$ cat config.mk
export PLATFORM = sky130hd
export DESIGN_NAME = i2c_target_core
export DESIGN_NICKNAME = d
export VERILOG_FILES = /design/src/rtl/i2c_target_core.sv
export SDC_FILE = /design/constraint.sdc
export NUM_CORES = 1
export LEC_CHECK = 0
export ABC_CLOCK_PERIOD_IN_PS = 3200
export CORE_ASPECT_RATIO = 1.1
export CORE_MARGIN = 5
export CORE_UTILIZATION = 62
export CTS_BUF_LIST = sky130_fd_sc_hd__clkbuf_8
export CTS_CLUSTER_SIZE = 28
export DETAILED_ROUTE_END_ITERATION = 12
export PLACE_DENSITY = 0.86
export SETUP_SLACK_MARGIN = 0.02
export SYNTH_ARGS = -nofsm -noshare
export SYNTH_HDL_FRONTEND = slang
export SYNTH_SLANG_ARGS = --single-unit
$ cat constraint.sdc
create_clock -name clk -period 3.2 [get_ports clk]
set_clock_uncertainty 0.1 [all_clocks]
set_input_delay 0.64 -clock clk [delete_from_list [all_inputs] [get_ports clk]]
set_output_delay 0.64 -clock clk [all_outputs]
set_load 0.02 [all_outputs]
$ cat src/rtl/i2c_target_core.sv
// ---------------------------------------------------------------------------
// i2c_target_core
//   I2C target (slave) byte engine. Synchronises SCL/SDA from the pads,
//   detects START/STOP, matches a 7-bit device address and then either
//   delivers received write bytes or serialises read bytes supplied by a
//   byte-wide client. No clock stretching; general call is never matched.
//
// Ports
//   clk, rst_n  system clock (>= 8x SCL), async active-low reset
//   scl_in      SCL pad input (asynchronous)
//   sda_in      SDA pad input (asynchronous)
//   sda_oe      1 = pull SDA low, 0 = release (open-drain pad)
//   rx_data     last byte received in a write transfer
//   rx_valid    one-clk pulse when rx_data updates
//   tx_data     next byte to send in a read transfer
//   tx_req      one-clk pulse when tx_data is captured
//   rw          R/W bit of the current matched transfer
//   busy        high from an address match until STOP or NACK
// ---------------------------------------------------------------------------
module i2c_target_core #(
  parameter logic [6:0]  TARGET_ADDR = 7'h50,
  parameter int unsigned SYNC_STAGES = 2
) (
  input  logic       clk,
  input  logic       rst_n,
  input  logic       scl_in,
  input  logic       sda_in,
  output logic       sda_oe,
  output logic [7:0] rx_data,
  output logic       rx_valid,
  input  logic [7:0] tx_data,
  output logic       tx_req,
  output logic       rw,
  output logic       busy
);

  typedef enum logic [2:0] {
    IDLE, ADDR, ADDR_ACK, RX, RX_ACK, TX, TX_ACK, WAIT_STOP
  } state_t;

  // ------------------------------------------------------------------
  // Pad synchronisers plus one history flop for edge detection
  // ------------------------------------------------------------------
  logic [SYNC_STAGES-1:0] scl_sync, sda_sync;
  logic                   scl_d, sda_d;
  logic                   scl_s, sda_s;
  logic                   scl_rise, scl_fall, sda_rise, sda_fall;
  logic                   start_det, stop_det;

  always_ff @(posedge clk or negedge rst_n) begin
    if (!rst_n) begin
      // NOTE: synchroniser flops reset to the idle bus level (1), so leaving
      // reset with a quiet bus produces no spurious edges.
      scl_sync <= '1;
      sda_sync <= '1;
      scl_d    <= 1'b1;
      sda_d    <= 1'b1;
    end else begin
      // NOTE: sequential state always uses non-blocking assignments so every
      // flop samples the pre-edge value of its neighbours.
      scl_sync <= {scl_sync[SYNC_STAGES-2:0], scl_in};
      sda_sync <= {sda_sync[SYNC_STAGES-2:0], sda_in};
      scl_d    <= scl_s;
      sda_d    <= sda_s;
    end
  end

  assign scl_s     = scl_sync[SYNC_STAGES-1];
  assign sda_s     = sda_sync[SYNC_STAGES-1];
  assign scl_rise  =  scl_s & ~scl_d;
  assign scl_fall  = ~scl_s &  scl_d;
  assign sda_rise  =  sda_s & ~sda_d;
  assign sda_fall  = ~sda_s &  sda_d;
  assign start_det = sda_fall & scl_s;
  assign stop_det  = sda_rise & scl_s;

  // ------------------------------------------------------------------
  // Protocol FSM: register process + combinational next-state process
  // ------------------------------------------------------------------
  state_t     state, state_nxt;
  logic [2:0] bit_cnt, bit_cnt_nxt;
  logic [7:0] shift, shift_nxt;
  logic [7:0] tx_shift, tx_shift_nxt;
  // byte_done marks "8th rise seen" (ADDR/RX/TX) or "master ACKed" (TX_ACK);
  // needed because bit_cnt has already wrapped back to 0 at that point.
  logic       byte_done, byte_done_nxt;
  logic       sda_oe_nxt, rx_valid_nxt, tx_req_nxt, rw_nxt, busy_nxt;
  logic [7:0] rx_data_nxt;

  always_ff @(posedge clk or negedge rst_n) begin
    if (!rst_n) begin
      state     <= IDLE;
      bit_cnt   <= 3'd0;
      shift     <= 8'h00;
      tx_shift  <= 8'h00;
      byte_done <= 1'b0;
      sda_oe    <= 1'b0;
      rx_data   <= 8'h00;
      rx_valid  <= 1'b0;
      tx_req    <= 1'b0;
      rw        <= 1'b0;
      busy      <= 1'b0;
    end else begin
      state     <= state_nxt;
      bit_cnt   <= bit_cnt_nxt;
      shift     <= shift_nxt;
      tx_shift  <= tx_shift_nxt;
      byte_done <= byte_done_nxt;
      sda_oe    <= sda_oe_nxt;
      rx_data   <= rx_data_nxt;
      rx_valid  <= rx_valid_nxt;
      tx_req    <= tx_req_nxt;
      rw        <= rw_nxt;
      busy      <= busy_nxt;
    end
  end

  always_comb begin
    // NOTE: every signal gets a default before any branch so no path can
    // leave it unassigned and infer a latch.
    state_nxt     = state;
    bit_cnt_nxt   = bit_cnt;
    shift_nxt     = shift;
    tx_shift_nxt  = tx_shift;
    byte_done_nxt = byte_done;
    sda_oe_nxt    = sda_oe;
    rx_data_nxt   = rx_data;
    rx_valid_nxt  = 1'b0;
    tx_req_nxt    = 1'b0;
    rw_nxt        = rw;
    busy_nxt      = busy;

    if (start_det) begin
      state_nxt     = ADDR;
      bit_cnt_nxt   = 3'd0;
      byte_done_nxt = 1'b0;
      sda_oe_nxt    = 1'b0;
      busy_nxt      = 1'b0;
    end else if (stop_det) begin
      state_nxt     = IDLE;
      bit_cnt_nxt   = 3'd0;
      byte_done_nxt = 1'b0;
      sda_oe_nxt    = 1'b0;
      busy_nxt      = 1'b0;
    end else begin
      case (state)
        IDLE: ;

        ADDR, RX: begin
          if (scl_rise) begin
            shift_nxt   = {shift[6:0], sda_s};
            bit_cnt_nxt = bit_cnt + 3'd1;
            if (bit_cnt == 3'd7) begin
              byte_done_nxt = 1'b1;
              if (state == RX) begin
                rx_data_nxt  = {shift[6:0], sda_s};
                rx_valid_nxt = 1'b1;
              end
            end
          end else if (scl_fall && byte_done) begin
            byte_done_nxt = 1'b0;
            if (state == RX) begin
              sda_oe_nxt = 1'b1;
              state_nxt  = RX_ACK;
            end else if (shift[7:1] == TARGET_ADDR && shift[7:1] != 7'd0) begin
              sda_oe_nxt = 1'b1;
              rw_nxt     = shift[0];
              busy_nxt   = 1'b1;
              state_nxt  = ADDR_ACK;
            end else begin
              state_nxt  = WAIT_STOP;
            end
          end
        end

        ADDR_ACK: begin
          if (scl_fall) begin
            bit_cnt_nxt = 3'd0;
            if (rw) begin
              tx_shift_nxt = tx_data;
              tx_req_nxt   = 1'b1;
              sda_oe_nxt   = ~tx_data[7];
              state_nxt    = TX;
            end else begin
              sda_oe_nxt   = 1'b0;
              state_nxt    = RX;
            end
          end
        end

        RX_ACK: begin
          if (scl_fall) begin
            sda_oe_nxt = 1'b0;
            state_nxt  = RX;
          end
        end

        TX: begin
          if (scl_rise) begin
            bit_cnt_nxt = bit_cnt + 3'd1;
            if (bit_cnt == 3'd7) byte_done_nxt = 1'b1;
          end else if (scl_fall) begin
            if (byte_done) begin
              byte_done_nxt = 1'b0;
              sda_oe_nxt    = 1'b0;
              state_nxt     = TX_ACK;
            end else begin
              // bit_cnt counts bits already clocked out, MSB first
              sda_oe_nxt = ~tx_shift[3'd7 - bit_cnt];
            end
          end
        end

        TX_ACK: begin
          if (scl_rise) begin
            if (sda_s) begin
              busy_nxt  = 1'b0;
              state_nxt = WAIT_STOP;
            end else begin
              byte_done_nxt = 1'b1;
            end
          end else if (scl_fall && byte_done) begin
            byte_done_nxt = 1'b0;
            tx_shift_nxt  = tx_data;
            tx_req_nxt    = 1'b1;
            sda_oe_nxt    = ~tx_data[7];
            bit_cnt_nxt   = 3'd0;
            state_nxt     = TX;
          end
        end

        WAIT_STOP: sda_oe_nxt = 1'b0;

        default: begin
          state_nxt  = IDLE;
          sda_oe_nxt = 1'b0;
        end
      endcase
    end
  end

endmodule

# Yosys cells after proc, flatten, opt, wreduce, memory -nomap -nowiden

Index checks and enable logic that the tools add are counted.
Widths: inputs -> output; s select.

Bitwise logic cells: 16
Reductions and logical operators: 20
Magnitude comparators: 1
Equality and inequality tests: 32
Add/sub/neg operators: 2
Muxes and demuxes: 75

Operators with widths:

| kind               | count |
|---|---|
| $mux 3             | 21 |
| $ne 4x4->1 const B | 13 |
| $mux 1             | 42 |
| $mux 8             | 4 |
| $ne 5x5->1 const B | 5 |
| $reduce_and 7->1   | 3 |
| $reduce_and 10->1  | 2 |
| $pmux 8 s2         | 1 |
| $eq 3x3->1 const B | 5 |
| $pmux 3 s5         | 1 |
| $reduce_bool 7->1  | 2 |
| $not 1->1          | 10 |
| $reduce_bool 5->1  | 2 |
| $pmux 3 s3         | 1 |
| $ne 2x2->1 const B | 4 |
| $reduce_bool 8->1  | 1 |
| $eq 7x7->1 const B | 1 |
| $and 1x1->1        | 6 |
| $eq 3x2->1 const B | 2 |
| $pmux 1 s6         | 1 |
| $reduce_and 6->1   | 1 |
| $reduce_and 5->1   | 1 |
| $lt 3x4->1 const B | 1 |
| $ne 4x1->1 const B | 1 |
| 13 further kinds   | 15 |

Register bits: 42
Word-level logic and storage cells: 161
Input port bits: 12
Output and inout port bits: 13

# Depth between registers and ports, before layout

Depth in word-level cells: 10
Depth in mapped cells: 7
Gate-level depth less buffers: 6

# Least setup slack after synthesis

OpenSTA, ideal clock, no wires.

Path kind: register -> register
From: register scl_d
To: register tx_shift[0]
Arrival: 1918 ps
Library setup time: 125 ps
Clock period less this slack: 2143 ps
Setup slack: 1057 ps
Stages on the path, launching flop included: 8
Cell sequence: dfstp_2 inv_1 ha_1 clkbuf_1 nor2b_1 mux2i_1 nor3_4 mux2_2

Word-level cells in the longest chain between the ends: 4
Elaborated cells on any way between the ends: 8

RTL lines:

| item                                                    | line    | source |
|---|---|---|
| from (decl)                                             | 45      | `logic scl_d, sda_d;` |
| from (signal assigned)                                  | 63      | `scl_d <= scl_s;` |
| $and 1x1->1 / $not 1->1 (equally long branches)         | 71, 70  |  |
| $logic_and 1x1->1 / $and 1x1->1 (equally long branches) | 222, 70 |  |
| $ne 2x2->1 (no source line)                             | n/a     |  |
| $reduce_and 7->1 (no source line) (*)                   | n/a     |  |
| to (signal assigned)                                    | 107     | `tx_shift <= tx_shift_nxt;` |
| to (decl)                                               | 83      | `logic [7:0] tx_shift, tx_shift_nxt;` |

Mark *: on every way between the ends. The rest lies on a longest branch, timed or not.
A chain may end at the register's enable or synchronous reset.

# Final worst setup path

From: register scl_sync[1]
To: register rx_data[2]

Word-level cells in the longest chain between the ends: 3
Elaborated cells on any way between the ends: 6

RTL lines:

| item                                  | line   | source |
|---|---|---|
| from (decl)                           | 44     | `logic [SYNC_STAGES-1:0] scl_sync, sda_sync;` |
| from (signal assigned)                | 61     | `scl_sync <= {scl_sync[SYNC_STAGES-2:0], scl_in};` |
| $and 1x1->1, on equally long branches | 75, 74 |  |
| $not 1->1 (no source line)            | n/a    |  |
| $reduce_and 6->1 (no source line) (*) | n/a    |  |
| to (signal assigned)                  | 110    | `rx_data <= rx_data_nxt;` |
| to (decl)                             | 29     | `output logic [7:0] rx_data,` |

Marks and branches as above.

==> run summary <==
In this run, post-CTS repair resized a total of 0 instances. The top-area cell type share of the netlist area is 0.4296. The maximum root-to-sink buffer count is 2.

Clock tree synthesis selected as its root buffer the cell sky130_fd_sc_hd__clkbuf_8. In this run, distinct cell masters in the synthesized netlist total 48. The clock-pin transition on the worst setup and hold timing paths came out at 0.09 ns.

The initial antenna violation count is 0. The sink count of the clock tree is 42. Counting every net in the synthesized netlist gives 192. The starting utilization of the core area came out at 0.6348. The final-report hold violation count came out at 0. The final routed DRC violation total is 0. The maximum ir drop on the vdd rail is 0.4138 mV.

The switching portion of total power came out at 0.3394. The post-route fraction of the period consumed by the critical path came out at 0.8142. The count of synthesis-stage warnings from yosys came out at 0.

The die boundary height is 71.00 µm. For this block, the routed nets add up to 4832 µm of wire. The total count of max-transition violations in the final report is 0. The clock insertion delay at the later pin of the skew report is 0.30 ns. The post-synthesis async set-or-reset flop share came out at 1.000. By count the netlist is led by sky130_fd_sc_hd__dfrtp_1, sky130_fd_sc_hd__mux2_2, sky130_fd_sc_hd__o21ai_0. The count of buffers inserted at the top-level ports came out at 24.

Across every metal layer, demand over resource in global routing totals 0.2266. Following the worst setup path forward leads to its endpoint at rx_data[2]$_DFFE_PN0P_. The final critical delay including setup and external delays is 2.605 ns.

The leakage power figure came out at 1.104 nW. The startpoint of the most critical register-to-register path is scl_sync[1]$_DFF_PN1_. Of all cell types, the one taking the most synthesized area is sky130_fd_sc_hd__dfrtp_1. The global-route congestion overflow total is 0. The die covers 4647 µm². The kind of critical path is register to register.

The first routing iteration left 185 violations. In this run the remaining antenna-violating nets after routing total 0. The worst setup path is captured at a register. The total via count after detailed routing came out at 1545.

The clock tree from TritonCTS is done. Among all cell types in the netlist, the one instantiated most often is sky130_fd_sc_hd__dfrtp_1. The launch point of the worst path is scl_sync[1]$_DFF_PN1_. The placeable core region came out at 3303 µm². The number of placement rows is 22. The relative contribution of the clock network to total power came out at 0.257. The number of global-route vias before repair was 1575. The number of synthesized flops with an enable pin came out at 0. The final net count came out at 217. The reported net switching power came out at 0.0005455 W.

The count of mapped cells out of synthesis came out at 176. The relative area change from synthesis to final layout is 17.30%. The maximum operating frequency came out at 0.3838 GHz. The combinational power share is 0.270. The via count normalized by instance count came out at 6.492. The mean cell area of the mapped netlist came out at 11.91 µm². The pin count of the biggest net entering global routing is 43. The die extent in x came out at 65.45 µm. The mapped netlist covers 2097 µm². The endpoint identified for the worst register-to-register timing path is rx_data[2]$_DFFE_PN0P_. The worst-margin pin slew came out at 0.9140 ns. The wire length per cell after detailed routing came out at 20.30 µm. Setup repair after global routing left no endpoint under its margin. The count of final setup violators came out at 0. The H-tree depth came out at 2. The first global-routing pass estimated 7948 µm of wire. The run finished with clean final reports. The layout cell share with drive strength beyond 1 is 0.2327.

The number of violations of the max-capacitance limit came out at 0. The worst endpoint required time came out at 3.28 ns. The number of detailed-route iterations in the first pass came out at 4. The worst setup path is launched from a register. The synthesized flop and latch total is 42.

The min-delay analysis places its worst path in the category register to register. Post-CTS timing repair inserted 0 buffers for setup. The number of primary I/O pins is 25. Counting the buffers created by CTS gives 5. The arrival time at the worst endpoint came out at 2.68 ns.

The detailed placer's ending HPWL is 3369 µm. The cts-stage hold buffer count is 0. Routability-driven placement finished with a final weighted congestion of 0.9133.

The most used flip-flop cell after synthesis is sky130_fd_sc_hd__dfrtp_1. The power per unit of standard cell area came out at 653.3 nW/µm². The final setup TNS is 0 ns. The highest net fanout along the worst path is 11. Measured in cells, the most critical reg-to-reg path has a length of 6. Of the total power, registers draw 0.473. The sequential-to-total area share from yosys stat came out at 0.5048. The worst register-to-register path has a setup slack of 0.59 ns.

The total inserted antenna cells is 0. The worst relative slew slack came out at 0.3906. By area the synthesized netlist is led by sky130_fd_sc_hd__dfrtp_1, sky130_fd_sc_hd__mux2_2, sky130_fd_sc_hd__dfstp_2. The total internal power is 0.001062 W. Hold timing on the final database bottoms out at a slack of 0.2597 ns.
-- worst max-delay path, stage by stage (launching register included) --
cell,delay [ns]
sky130_fd_sc_hd__dfstp_2,0.60
sky130_fd_sc_hd__ha_1,0.36
sky130_fd_sc_hd__nand2_1,0.17
sky130_fd_sc_hd__a211oi_4,0.22
sky130_fd_sc_hd__buf_4,0.21
sky130_fd_sc_hd__and3_1,0.42
sky130_fd_sc_hd__mux2_2,0.39
-- metrics by stage --
step                      utilization  total power [W]  setup slack, ns  instances  area (µm²)
final                          0.7447         0.001607           0.5946        238        2460
after global routing           0.7447         0.001698           0.4617        238        2460
after CTS                      0.7447         0.001607           0.6200        238        2460
after detailed placement       0.7114         0.001188           0.6314        230        2350
after global placement         0.7114         0.001155           0.7212        230        2350
after floorplan                     -         0.001045            1.057        176        2097
-- worst min-delay path by stage --
stage | startpoint | end | slack [ns] | cells past startpoint
global route | scl_sync[0]$_DFF_PN1_ | scl_sync[1]$_DFF_PN1_ | 0.27 | 0
finish | scl_sync[0]$_DFF_PN1_ | scl_sync[1]$_DFF_PN1_ | 0.26 | 0
floorplan | rst_n | bit_cnt[0]$_DFFE_PN0P_ | 0.24 | 0
global placement | sda_sync[0]$_DFF_PN1_ | sda_sync[1]$_DFF_PN1_ | 0.25 | 0
CTS | scl_sync[0]$_DFF_PN1_ | scl_sync[1]$_DFF_PN1_ | 0.27 | 0
detailed placement | scl_sync[0]$_DFF_PN1_ | scl_sync[1]$_DFF_PN1_ | 0.25 | 0
-- power groups by stage --
stage          Combinational, W  Sequential (W)  Clock [W]
2_1_floorplan          0.000341        0.000704          0
3_3_place_gp           0.000402        0.000753          0
3_5_place_dp           0.000423        0.000765          0
4_1_cts                0.000431        0.000756   0.000421
5_1_grt                0.000469        0.000776   0.000453
6_report               0.000434        0.000760   0.000412
-- logic make-up (layout without fill, tap and decap cells) --
| group | Yosys count | count (layout) | synth area share |
|---|---|---|---|
| compound gates | 43 | 43 | 0.1492 |
| simple gates | 43 | 43 | 0.1193 |
| flops | 42 | 42 | 0.5048 |
| mux | 29 | 29 | 0.1653 |
| buf+inv | 13 | 39 | 0.02924 |
| fa+ha+maj | 4 | 4 | 0.02387 |
| xor+xnor | 2 | 2 | 0.008355 |
-- area by class of cell --
class,instances,area (µm²)
inverter,5,18.77
timing repair buffer,26,250.2
multi-input combinational,121,977.2
sequential,42,1059
clock buffer,5,68.82
tap,36,45.04
clock inverter,3,41.29
fill,222,843.3
-- state kept, by name, summed over array words and instances, names as in the netlist --
signal / cells
shift: 8
sda_oe: 1
busy: 1
rx_valid: 1
state: 3
sda_d: 1
scl_d: 1
tx_shift: 8
byte_done: 1
rx_data: 8
scl_sync: 2
rw: 1
bit_cnt: 3
sda_sync: 2
tx_req: 1
-- per-layer routing --
layer  global-route usage  up-vias  wire length [µm]
met3              0.07302        6               256
met5                    0        -                 0
met1               0.2856      788              2011
met4              0.07834        0                46
li1                     -      703                 -
met2               0.3667       48              2518
-- cells in the final DEF (no fill, tap or decap), drive strengths merged, types with 2 or more instances in the layout --
| cell type | synthesis | routed |
|---|---|---|
| dfrtp | 36 | 36 |
| mux2 | 25 | 25 |
| clkdlybuf4s50 | 0 | 23 |
| o21ai | 13 | 13 |
| nand2 | 9 | 9 |
| nand3 | 7 | 7 |
| inv | 5 | 6 |
| nor2 | 6 | 6 |
| dfstp | 6 | 6 |
| a21oi | 5 | 5 |
| clkbuf | 3 | 5 |
| and3 | 4 | 4 |
| ha | 4 | 4 |
| nor2b | 3 | 3 |
| a21o | 3 | 3 |
| a211o | 3 | 3 |
| buf | 5 | 3 |
| mux2i | 2 | 2 |
| nand3b | 2 | 2 |
| xor2 | 2 | 2 |
| and3b | 2 | 2 |
| nand2b | 2 | 2 |
| a22oi | 2 | 2 |
| o21a | 2 | 2 |
| a221oi | 2 | 2 |
| mux4 | 2 | 2 |
| nor3 | 2 | 2 |
| a211oi | 2 | 2 |
| or4 | 2 | 2 |
(Power assumes the default switching activity.)
